### src/rtl/mic1_acc_serializer_if.sv
// Byte-stream handshake bundle for the accumulator serializer: input
// transfers, dump request and the byte-serial readout channel.
interface mic1_acc_serializer_if;
  logic       in_valid;
  logic       in_ready;
  logic [7:0] in_data;
  logic [1:0] in_op;
  logic       dump_req;
  logic       out_valid;
  logic       out_ready;
  logic [7:0] out_data;
  logic       out_last;

  modport master (
    output in_valid, in_data, in_op, dump_req, out_ready,
    input  in_ready, out_valid, out_data, out_last
  );

  modport slave (
    input  in_valid, in_data, in_op, dump_req, out_ready,
    output in_ready, out_valid, out_data, out_last
  );
endinterface

### src/rtl/mic1_acc_serializer.sv
// DATA_W-bit accumulator fed by a byte stream, with a snapshot register that
// is streamed out byte-serially over valid/ready on request.
module mic1_acc_serializer #(
  parameter int DATA_W    = 32,
  parameter bit MSB_FIRST = 1'b0
) (
  input  logic              clk,
  input  logic              rst_n,
  mic1_acc_serializer_if.slave bus,
  output logic              busy,
  output logic              overflow,
  output logic [DATA_W-1:0] acc_out
);

  localparam int NBYTES = DATA_W / 8;
  localparam int IDX_W  = $clog2(NBYTES);
  localparam logic [IDX_W-1:0] LAST_IDX = IDX_W'(NBYTES - 1);

  typedef enum logic [1:0] {
    OP_ADD   = 2'b00,
    OP_SUB   = 2'b01,
    OP_SHIFT = 2'b10,
    OP_CLEAR = 2'b11
  } op_e;

  typedef enum logic {
    S_IDLE,
    S_DUMP
  } state_e;

  state_e            state_q, state_d;
  logic [IDX_W-1:0]  idx_q, idx_d;
  logic [DATA_W-1:0] acc_q, acc_d;
  logic [DATA_W-1:0] snap_q, snap_d;
  logic              ovf_q, ovf_d;

  logic [DATA_W:0]   sum, diff;
  logic [IDX_W-1:0]  byte_sel;
  logic              xfer, out_hs;

  assign xfer   = bus.in_valid && bus.in_ready;
  assign out_hs = bus.out_valid && bus.out_ready;

  // The extra top bit carries the carry (add) or borrow (sub) out of acc.
  assign sum  = {1'b0, acc_q} + {{(DATA_W - 7){1'b0}}, bus.in_data};
  assign diff = {1'b0, acc_q} - {{(DATA_W - 7){1'b0}}, bus.in_data};

  always_comb begin
    // NOTE: every variable gets a default first so no path leaves it
    // unassigned; otherwise synthesis infers a latch to hold the old value.
    acc_d = acc_q;
    ovf_d = ovf_q;
    if (xfer) begin
      case (op_e'(bus.in_op))
        OP_ADD: begin
          acc_d = sum[DATA_W-1:0];
          ovf_d = ovf_q | sum[DATA_W];
        end
        OP_SUB: begin
          acc_d = diff[DATA_W-1:0];
          ovf_d = ovf_q | diff[DATA_W];
        end
        OP_SHIFT: acc_d = {acc_q[DATA_W-9:0], bus.in_data};
        OP_CLEAR: begin
          acc_d = '0;
          ovf_d = 1'b0;
        end
        default: ;
      endcase
    end
  end

  always_comb begin
    state_d = state_q;
    idx_d   = idx_q;
    snap_d  = snap_q;
    case (state_q)
      S_IDLE: begin
        if (bus.dump_req) begin
          state_d = S_DUMP;
          snap_d  = acc_q;
          idx_d   = '0;
        end
      end
      S_DUMP: begin
        if (out_hs) begin
          if (idx_q == LAST_IDX) begin
            state_d = S_IDLE;
            idx_d   = '0;
          end else begin
            idx_d = idx_q + 1'b1;
          end
        end
      end
      default: state_d = S_IDLE;
    endcase
  end

  always_ff @(posedge clk) begin
    // NOTE: non-blocking assignments so every flop samples pre-edge values,
    // independent of statement order.
    if (!rst_n) begin
      state_q <= S_IDLE;
      idx_q   <= '0;
      acc_q   <= '0;
      snap_q  <= '0;
      ovf_q   <= 1'b0;
    end else begin
      state_q <= state_d;
      idx_q   <= idx_d;
      acc_q   <= acc_d;
      snap_q  <= snap_d;
      ovf_q   <= ovf_d;
    end
  end

  assign byte_sel      = MSB_FIRST ? (LAST_IDX - idx_q) : idx_q;
  assign bus.in_ready  = rst_n;
  assign bus.out_valid = (state_q == S_DUMP);
  assign bus.out_last  = (state_q == S_DUMP) && (idx_q == LAST_IDX);
  assign bus.out_data  = snap_q[{byte_sel, 3'b000} +: 8];
  assign busy          = (state_q == S_DUMP);
  assign overflow      = ovf_q;
  assign acc_out       = acc_q;

endmodule

### src/flat_wrapper.sv
// flat-port wrapper written by rule: the top's interface ports become plain ports
module mic1_acc_serializer_flat 
#(
  parameter int DATA_W    = 32,
  parameter bit MSB_FIRST = 1'b0
)
  (clk, rst_n, busy, overflow, acc_out, bus_in_valid, bus_in_data, bus_in_op, bus_dump_req, bus_out_ready, bus_in_ready, bus_out_valid, bus_out_data, bus_out_last);
  mic1_acc_serializer_if bus_i ();
  input  logic clk;
  input  logic rst_n;
  output logic busy;
  output logic overflow;
  output logic [DATA_W-1:0] acc_out;
  input wire logic [$bits(bus_i.in_valid)-1:0] bus_in_valid;
  input wire logic [$bits(bus_i.in_data)-1:0] bus_in_data;
  input wire logic [$bits(bus_i.in_op)-1:0] bus_in_op;
  input wire logic [$bits(bus_i.dump_req)-1:0] bus_dump_req;
  input wire logic [$bits(bus_i.out_ready)-1:0] bus_out_ready;
  output wire logic [$bits(bus_i.in_ready)-1:0] bus_in_ready;
  output wire logic [$bits(bus_i.out_valid)-1:0] bus_out_valid;
  output wire logic [$bits(bus_i.out_data)-1:0] bus_out_data;
  output wire logic [$bits(bus_i.out_last)-1:0] bus_out_last;
  assign bus_i.in_valid = bus_in_valid;
  assign bus_i.in_data = bus_in_data;
  assign bus_i.in_op = bus_in_op;
  assign bus_i.dump_req = bus_dump_req;
  assign bus_i.out_ready = bus_out_ready;
  assign bus_in_ready = bus_i.in_ready;
  assign bus_out_valid = bus_i.out_valid;
  assign bus_out_data = bus_i.out_data;
  assign bus_out_last = bus_i.out_last;
  mic1_acc_serializer #(.DATA_W(DATA_W), .MSB_FIRST(MSB_FIRST)) u_core (.clk(clk), .rst_n(rst_n), .bus(bus_i), .busy(busy), .overflow(overflow), .acc_out(acc_out));
endmodule
### config.mk
export PLATFORM = sky130hd
export DESIGN_NAME = mic1_acc_serializer_flat
export DESIGN_NICKNAME = d
export VERILOG_FILES = /design/src/rtl/mic1_acc_serializer_if.sv /design/src/rtl/mic1_acc_serializer.sv /design/src/flat_wrapper.sv
export SDC_FILE = /design/constraint.sdc
export NUM_CORES = 1
export LEC_CHECK = 0
export CAP_MARGIN = 20
export CORE_MARGIN = 10
export CORE_UTILIZATION = 45
export CTS_BUF_LIST = sky130_fd_sc_hd__clkbuf_16
export DETAILED_ROUTE_END_ITERATION = 7
export DONT_BUFFER_PORTS = 1
export GPL_TIMING_DRIVEN = 0
export PLACE_DENSITY = 0.64
export SYNTH_ARGS = -nofsm -noshare
export SYNTH_HDL_FRONTEND = slang
export SYNTH_SLANG_ARGS = --single-unit
### constraint.sdc
create_clock -name clk -period 5.2 [get_ports clk]
set_input_delay 1.04 -clock clk [delete_from_list [all_inputs] [get_ports clk]]
set_output_delay 1.04 -clock clk [all_outputs]
set_load 0.02 [all_outputs]
[Yosys cells after proc, flatten, opt, wreduce, memory -nomap -nowiden]
Cells that the tools add are included.
Operators by class
  $add $sub $neg: 3
  equal/unequal tests: 6
  shift-type cells: 1
  mux-type cells: 10
  bitwise logic cells: 3
  reduce and logical (&&, ||, !) cells: 8
Operators with widths (count)
  one-hot mux 32 bit (4 select lines): 1
  adder 32 x 8 -> 33 bit: 1
  subtractor 32 x 8 -> 33 bit: 1
  indexed part select 32 x 6 -> 8 bit: 1
  equality test 2 bit, second input constant: 3
  two-way mux 2 bit: 3
  AND reduction 2 bit: 3
  != test 2 bit, second input constant: 2
  one-hot mux 2 bit (2 select lines): 1
  logical AND 1 bit: 3
  two-way mux 1 bit: 3
  one-hot mux 1 bit (3 select lines): 1
  nonzero test 3 bit: 1
  adder 2 x 1 -> 2 bit, second input constant: 1
  equality test 2 x 1 -> 1 bit, second input constant: 1
  zero test 2 bit: 1
  OR 1 bit: 2
  one-hot mux 1 bit (2 select lines): 1
  NOT 1 bit: 1
Storage, ports and cells
  flip-flop bits (word level): 68
  bits of input ports: 15
  output and inout bits: 45
  logic and storage cells: 36

[Longest topological paths before layout]
Gate-level depths: netlist (run 1).
  word-level depth: 4
  mapped depth: 11
  gate-level depth less buffers: 10

[Worst setup path before layout (run 1)]
OpenSTA, ideal clock, no wires.
  kind: input-to-reg
  start point: input port bus_in_data[0]
  end point: register u_core.acc_q[22] (netlist: u_core.acc_out[22])
  library setup time: 0.114 ns
  data arrival time: 3.156 ns
  slack: 1.930 ns
  stages on the path: 10
  cells stage by stage: ha_1 -> inv_1 -> fa_1 -> o21ba_1 -> or4_4 -> a21boi_4 -> o21ai_2 -> or3_1 -> a22o_1 -> a21o_1
On the way
  cells in the longest elaborated chain, start to end: 2
RTL lines
  from (decl): line flat_wrapper.sv:15  | input wire logic [$bits(bus_i.in_data)-1:0] bus_in_data;
  subtractor 32 x 8 -> 33 bit or adder 32 x 8 -> 33 bit (tied branches): line mic1_acc_serializer.sv:46, mic1_acc_serializer.sv:45
  one-hot mux 32 bit (4 select lines) *: line mic1_acc_serializer.sv:54  | case (op_e'(bus.in_op))
  to (signal assigned): line mic1_acc_serializer.sv:105  | acc_q <= '0;
  to (signal assigned): line mic1_acc_serializer.sv:111  | acc_q <= acc_d;
  to (decl): line mic1_acc_serializer.sv:33  | logic [DATA_W-1:0] acc_q, acc_d;
Mark *: on every way between the ends. The rest lies on a longest branch, timed or not.
A chain may end at the register's enable or synchronous reset.

[Worst setup path in the final report (run 1)]
  start point: input port bus_in_op[0]
  end point: register u_core.acc_q[28] (netlist: u_core.acc_out[28])
On the way
  cells in the longest elaborated chain, start to end: 2
RTL lines
  from (decl): line flat_wrapper.sv:16  | input wire logic [$bits(bus_i.in_op)-1:0] bus_in_op;
  equality test 2 bit (tied with other cells): line mic1_acc_serializer.sv:54
  one-hot mux 32 bit (4 select lines) *: line mic1_acc_serializer.sv:54
Marks and branches as above.

==> impl_metrics.csv, run 1 <==
group,metric,value,unit
finish,syn2layout_area_growth,10.1,%
timing,setup_slack,1930,ps
power,powerDensity,312,mW/mm2
floorplanning,dieArea,0.0160,mm2
finish,fin_nets,719,
floorplanning,design.core.area,0.0110,mm2
synth,ys_ff_latch,68,
worst_setup_path,reg2reg_depth,9,
synth,ys_top_cells_by_area,"dfxtp_1 (27%), nand2_1 (7.9%), a21boi_0 (5.0%)",
synth,syn_area,0.00511,mm2
timing,max_clock_freq,306,MHz
synth,synth_edf_count,0,
run,maxCapViolations,0,
finish,n_antenna_cell,0,
placed_design,placed_cell_area,0.00529,mm2
routing,viasPerCell,6.72,
synth,ys_dominant_reg_cell,"dfxtp_1",
floorplanning,num_rows,38,
floorplanning,pin_count,60,
worst_setup_path,cp.required,5450,ps
worst_setup_path,crit_path_max_fanout,10,
clock_tree,cts_root_buf,"clkbuf_16",
timing,finalCriticalPeriod,3270,ps
synth,yosys.area_share.simple,23.7,%
floorplanning,die_h,127,um
routing,drt_iter0_drc,855,
power,vdd_drop_max,0.332,mV
worst_setup_path,critPathKind,"primary input to register",
placed_design,port_buffers,0,
worst_setup_path,reg2reg_slack,1950,ps
timing,tns,0,ps
worst_setup_path,end_kind,"register",
routing,detail-route-antenna-nets,0,
synth,async_flop_share,0,%
finish,multi_input_area,0.00340,mm2
hold_path,min_from,"u_core.snap_q[15]$_SDFFE_PN0P_",
timing,slew_violations,0,
hold_path,hp-class,"register to register",
grt,grt_pass1_vias,5345,
synth,synth_common_cells,"nand2_1 (108), dfxtp_1 (68), clkbuf_1 (45)",
clock_tree,clock_sinks,68,
synth,synth_top_family_by_area,"compound AO/OA/AOI/OAI gates",
worst_setup_path,crit_path_start_kind,"primary input",
grt,grt.overflow.total,0,
placed_design,placed_cells,814,
timing,hold_viol,0,
finish,regArea,0.00136,mm2
finish,layout-drive-gt1-share,7.68,%
power,p_leak,1.99,nW
clock_tree,cts.htree.levels,3,
grt,antenna_found_initial,0,
hold_path,holdPathEnd,"u_core.snap_q[15]$_SDFFE_PN0P_",
timing,timing.slew.headroom,30.8,%
clock_tree,clock_path_buffers,2,
clock_tree,post_cts_buffers,0,
timing,worst_hold_slack,461,ps
clock_tree,clk_latency,350,ps
synth,synth_area_leader_cell,"dfxtp_1",
routing,vias,5578,
timing,worst_slew_pin_slew,1030,ps
timing,period_share,62.8,%
synth,synth_compound_area_share,30.9,%
grt,grt_max_degree,13,
worst_setup_path,r2r-end,"u_core.acc_out[25]$_SDFFE_PN0P_",
routing,drt-total-wl,21.4,mm
placed_design,gp_congestion,0.966,
worst_setup_path,cp.arrival,3520,ps
routing,wl_per_cell,25.7,um
routing,post-route-drc-count,0,
timing,skew,9.39,ps
clock_tree,clk_pin_slew,60,ps
timing,finalSetupViolCount,0,
finish,stdcell_area,0.00563,mm2
grt,grt_pass1_wl,32.3,mm
finish,final_cell_count_no_fill,830,
clock_tree,cts_buffers,9,
synth,synth.top_cell.area_share,26.6,%
placed_design,place_ws,1740,ps
finish,nFillCells,1137,
synth,avgSynthCellArea,7.58,um2
clock_tree,cts_resized,0,
clock_tree,cts_tree,"yes",
outcome,status,"finished clean",
synth,synth_cell_types,79,
worst_setup_path,critPathLaunch,"bus_in_op[0]",
routing,drt-pass1-iter-count,8,
synth,syn_inst,674,
synth,ys_warn_count,0,
synth,seq_area_frac_synth,26.6,%
worst_setup_path,r2r_start,"u_core.acc_out[4]$_SDFFE_PN0P_",
floorplanning,start_util,46.5,%
synth,synthMuxAreaShare,4.55,%
synth,synthXorXnorAreaFrac,2.57,%
placed_design,hpwl,15.4,mm
floorplanning,dieWidth,127,um
synth,synth_fp_nets,708,
hold_path,hold_depth,2,
synth,synth_adder_area_share,4.95,%
grt,grt.total_usage,25.7,%
timing,rsz0062_at_grt,"no",
synth,synth_most_common_cell,"nand2_1",
clock_tree,cts_hold_buf,0,
report_power, final:
part | internal (mW) | leakage [nW] | switching, mW
registers | 0.546 | 0.554 | 0.0633
logic | 0.139 | 1.27 | 0.275
clock network | 0.468 | 0.171 | 0.261
worst max path at each step:
| stage | to | cells past startpoint |
|---|---|---|
| after detailed placement | u_core.acc_out[30]$_SDFFE_PN0P_ | 10 |
| after global placement | u_core.acc_out[3]$_SDFFE_PN0P_ | 6 |
| final | u_core.acc_out[28]$_SDFFE_PN0P_ | 6 |
| after global routing | u_core.acc_out[25]$_SDFFE_PN0P_ | 9 |
| after CTS | u_core.acc_out[30]$_SDFFE_PN0P_ | 10 |
| after floorplan | u_core.acc_out[22]$_SDFFE_PN0P_ | 10 |
worst max-delay path: stages:
cell,delay [ps]
clkbuf_1,280
nor2b_1,550
clkbuf_1,610
buf_1,650
a32oi_1,140
o211ai_1,250
routing by layer:
layer  vias up  wire [um]  part of all wire [%]  GRT usage [%]
li1       2501          -                     -              -
met1      2644       8950                    42           34.4
met2       378       9140                    43           38.0
met3        55       2430                    11           6.08
met4         0        835                   3.9           11.9
met5         -          0                     0              0
registers in the layout, indices dropped and copies added, names as in the netlist:
register / cells
u_core.acc_out: 32
u_core.bus.out_valid: 1
u_core.byte_sel: 2
u_core.overflow: 1
u_core.snap_q: 32
cells by family (layout without fill, tap and decap cells):
kind of cell | Yosys count | in the layout
xor gates and xnor gates | 15 | 15
adders and majority gates | 19 | 19
and+or+nand+nor | 249 | 249
buffers and inverters | 85 | 101
AOI/OAI and AO/OA | 225 | 225
muxes | 13 | 13
DFF | 68 | 68
through the flow:
| step | total power [mW] | utilization [%] |
|---|---|---|
| finish | 1.75 | 51.2 |
| global route | 1.80 | 51.2 |
| CTS | 1.74 | 51.2 |
| detailed placement | 1.02 | 48.1 |
| global placement | 1.01 | 48.1 |
| floorplan | 0.891 | - |
layout by cell type, fill, tap and decap left out, drive strengths merged, types with 12 or more instances in the layout:
cell type,n
nor2b,12
a31oi,17
inv,25
nand4,13
nor2,36
nand2,108
buf,16
nand3,17
dfxtp,68
o21ai,40
clkbuf,54
ha,17
a21oi,41
a21boi,35
xnor2,12
o211ai,14
layout make-up:
type | instances | area share [%]
Buffer | 61 | 4.51
Clock buffer | 9 | 4.00
Clock inverter | 7 | 2.07
Inverter | 24 | 1.60
Multi-Input combinational cell | 521 | 60.5
Sequential cell | 68 | 24.2
Tap cell | 140 | 3.11
(Power assumes the default switching activity.)
==> run 2: changes to the inputs <==
Settings changed: PLACE_DENSITY 0.64 to 0.66.
Clock period 5.2 ns to 2.95 ns, I/O delays scaled along.
==> run 2 against run 1 <==
  * Hold slack lost 98 ps
  * Non-clock buffer count up 1
  * Via count shrank 0.77%
  * Critical path type is now register to register
  * Largest power group unchanged
==> impl_metrics.csv, run 2 (same netlist as run 1, synthesis figures left out) <==
group,metric,value,unit
floorplanning,start_util,46.5,%
finish,syn2layout_area_growth,11.1,%
timing,max_clock_freq,341,MHz
grt,antenna_found_initial,0,
power,p_leak,2.00,nW
grt,grt.overflow.total,0,
clock_tree,clock_sinks,68,
floorplanning,dieArea,0.0160,mm2
finish,fin_nets,720,
timing,hold_viol,0,
routing,drt-total-wl,21.0,mm
grt,grt_pass1_wl,31.6,mm
clock_tree,cts_hold_buf,0,
power,powerDensity,528,mW/mm2
timing,finalCriticalPeriod,2940,ps
worst_setup_path,cp.required,3120,ps
finish,n_antenna_cell,0,
worst_setup_path,endpoint,"u_core.acc_out[19]$_SDFFE_PN0P_",
grt,grt.total_usage,25.1,%
routing,vias,5535,
timing,worst_slew_pin_slew,1040,ps
clock_tree,clock_path_buffers,2,
floorplanning,num_rows,38,
clock_tree,cts.htree.levels,3,
timing,slew_violations,0,
hold_path,hp-class,"primary input to register",
placed_design,port_buffers,0,
timing,timing.slew.headroom,30.5,%
worst_setup_path,reg2reg_depth,9,
routing,viasPerCell,6.66,
routing,detail-route-antenna-nets,0,
finish,layout_commonest_cell,"nand2_1",
routing,post-route-drc-count,0,
finish,layout-drive-gt1-share,9.70,%
placed_design,place_ws,-298,ps
worst_setup_path,crit_path_start_kind,"register",
timing,skew,10.4,ps
run,maxCapViolations,0,
floorplanning,design.core.area,0.0110,mm2
routing,drt-pass1-iter-count,5,
timing,rsz0062_at_grt,"yes",
worst_setup_path,crit_path_max_fanout,10,
routing,drt_iter0_drc,791,
finish,mostFrequentLayoutCells,"nand2_1 (108), dfxtp_1 (60), clkbuf_1 (45), a21oi_1 (40), o21ai_0 (38)",
grt,grt_max_degree,12,
timing,worst_hold_slack,363,ps
clock_tree,clk_pin_slew,60,ps
floorplanning,pin_count,60,
grt,grt_pass1_vias,5374,
worst_setup_path,r2r-end,"u_core.acc_out[19]$_SDFFE_PN0P_",
clock_tree,cts_root_buf,"clkbuf_16",
floorplanning,dieWidth,127,um
timing,finalSetupViolCount,0,
worst_setup_path,critPathLaunch,"u_core.acc_out[4]$_SDFFE_PN0P_",
power,power,3.00,mW
clock_tree,clk_latency,350,ps
worst_setup_path,reg2reg_slack,10,ps
placed_design,hpwl,15.2,mm
worst_setup_path,end_kind,"register",
power,vdd_drop_max,0.343,mV
worst_setup_path,r2r_start,"u_core.acc_out[4]$_SDFFE_PN0P_",
worst_setup_path,cp.arrival,3110,ps
finish,nFillCells,1121,
timing,setup_slack,13.3,ps
clock_tree,cts_buffers,9,
outcome,status,"finished clean",
clock_tree,cts_tree,"yes",
worst_setup_path,critPathKind,"register to register",
timing,period_share,99.6,%
placed_design,gp_congestion,1.03,
routing,wl_per_cell,25.2,um
floorplanning,die_h,127,um
run 2: cell count changes in the layout (fill, tap and decap cells not counted), sizes merged:
cell / change
bufinv: -1
clkbuf: +1
clkinv: -1
clkinvlp: +1
inv: +1
run 2: repair_timing:
action / in CTS / in global routing
endpoints found under the hold margin: 0 / 0
gates resized for setup: 8 / 14
setup buffers: 0 / 1
setup endpoints to repair: 16 / 14
pin swaps: 1 / 2
cloned: 0 / 0
run 2: final cells by class:
class	count	area (um2)	area share [%]
clock inverter	7	83.8	1.48
buffer	61	256	4.52
clock buffer	9	225	3.97
sequential	68	1380	24.2
inverter	24	90.1	1.59
multi-input combinational	521	3460	61.0
timing repair buffer	1	7.51	0.132
tap	140	175	3.09
run 2: worst max-delay path, stage by stage (launching register included):
cell and delay (ps):
dfxtp_2 500, ha_1 370, and2_1 210, a221oi_2 340, a21o_1 280, buf_4 220
nand3b_1 110, xnor2_1 160, a221oi_1 320, a31oi_1 240
run 2: per-stage QoR:
stage / instance area [um2] / instances / utilization, % / TNS [ps]
after global routing: 5680 / 831 / 51.7 / -7.72
after floorplan: 5110 / 674 / - / 0
after global placement: 5290 / 814 / 48.1 / -1210
after detailed placement: 5290 / 814 / 48.1 / -1860
final: 5680 / 831 / 51.7 / 0
after CTS: 5610 / 830 / 51.0 / 0
run 2: worst min path at each step:
stage,startpoint,end,slack [ps],cells after the start
after floorplan,u_core.snap_q[16]$_SDFFE_PN0P_,u_core.snap_q[16]$_SDFFE_PN0P_,440,2
after CTS,bus_out_ready,u_core.bus.out_valid$_SDFF_PN0_,360,1
final,bus_out_ready,u_core.bus.out_valid$_SDFF_PN0_,360,1
after global routing,bus_out_ready,u_core.bus.out_valid$_SDFF_PN0_,380,1
after global placement,u_core.snap_q[31]$_SDFFE_PN0P_,u_core.snap_q[31]$_SDFFE_PN0P_,450,2
after detailed placement,u_core.snap_q[16]$_SDFFE_PN0P_,u_core.snap_q[16]$_SDFFE_PN0P_,460,2
run 2: per-layer routing:
| metal | track usage, % | routed length (um) | vias to the layer above |
|---|---|---|---|
| met3 | 8.79 | 2520 | 67 |
| li1 | - | - | 2500 |
| met1 | 31.9 | 8470 | 2625 |
| met2 | 37.0 | 9180 | 343 |
| met4 | 11.6 | 785 | 0 |
| met5 | 0 | 0 | - |
run 2: report_power, final:
group | internal [mW] | switching (mW) | total [mW]
clock network | 0.730 | 0.448 | 1.18
logic | 0.251 | 0.487 | 0.738
registers | 0.965 | 0.114 | 1.08
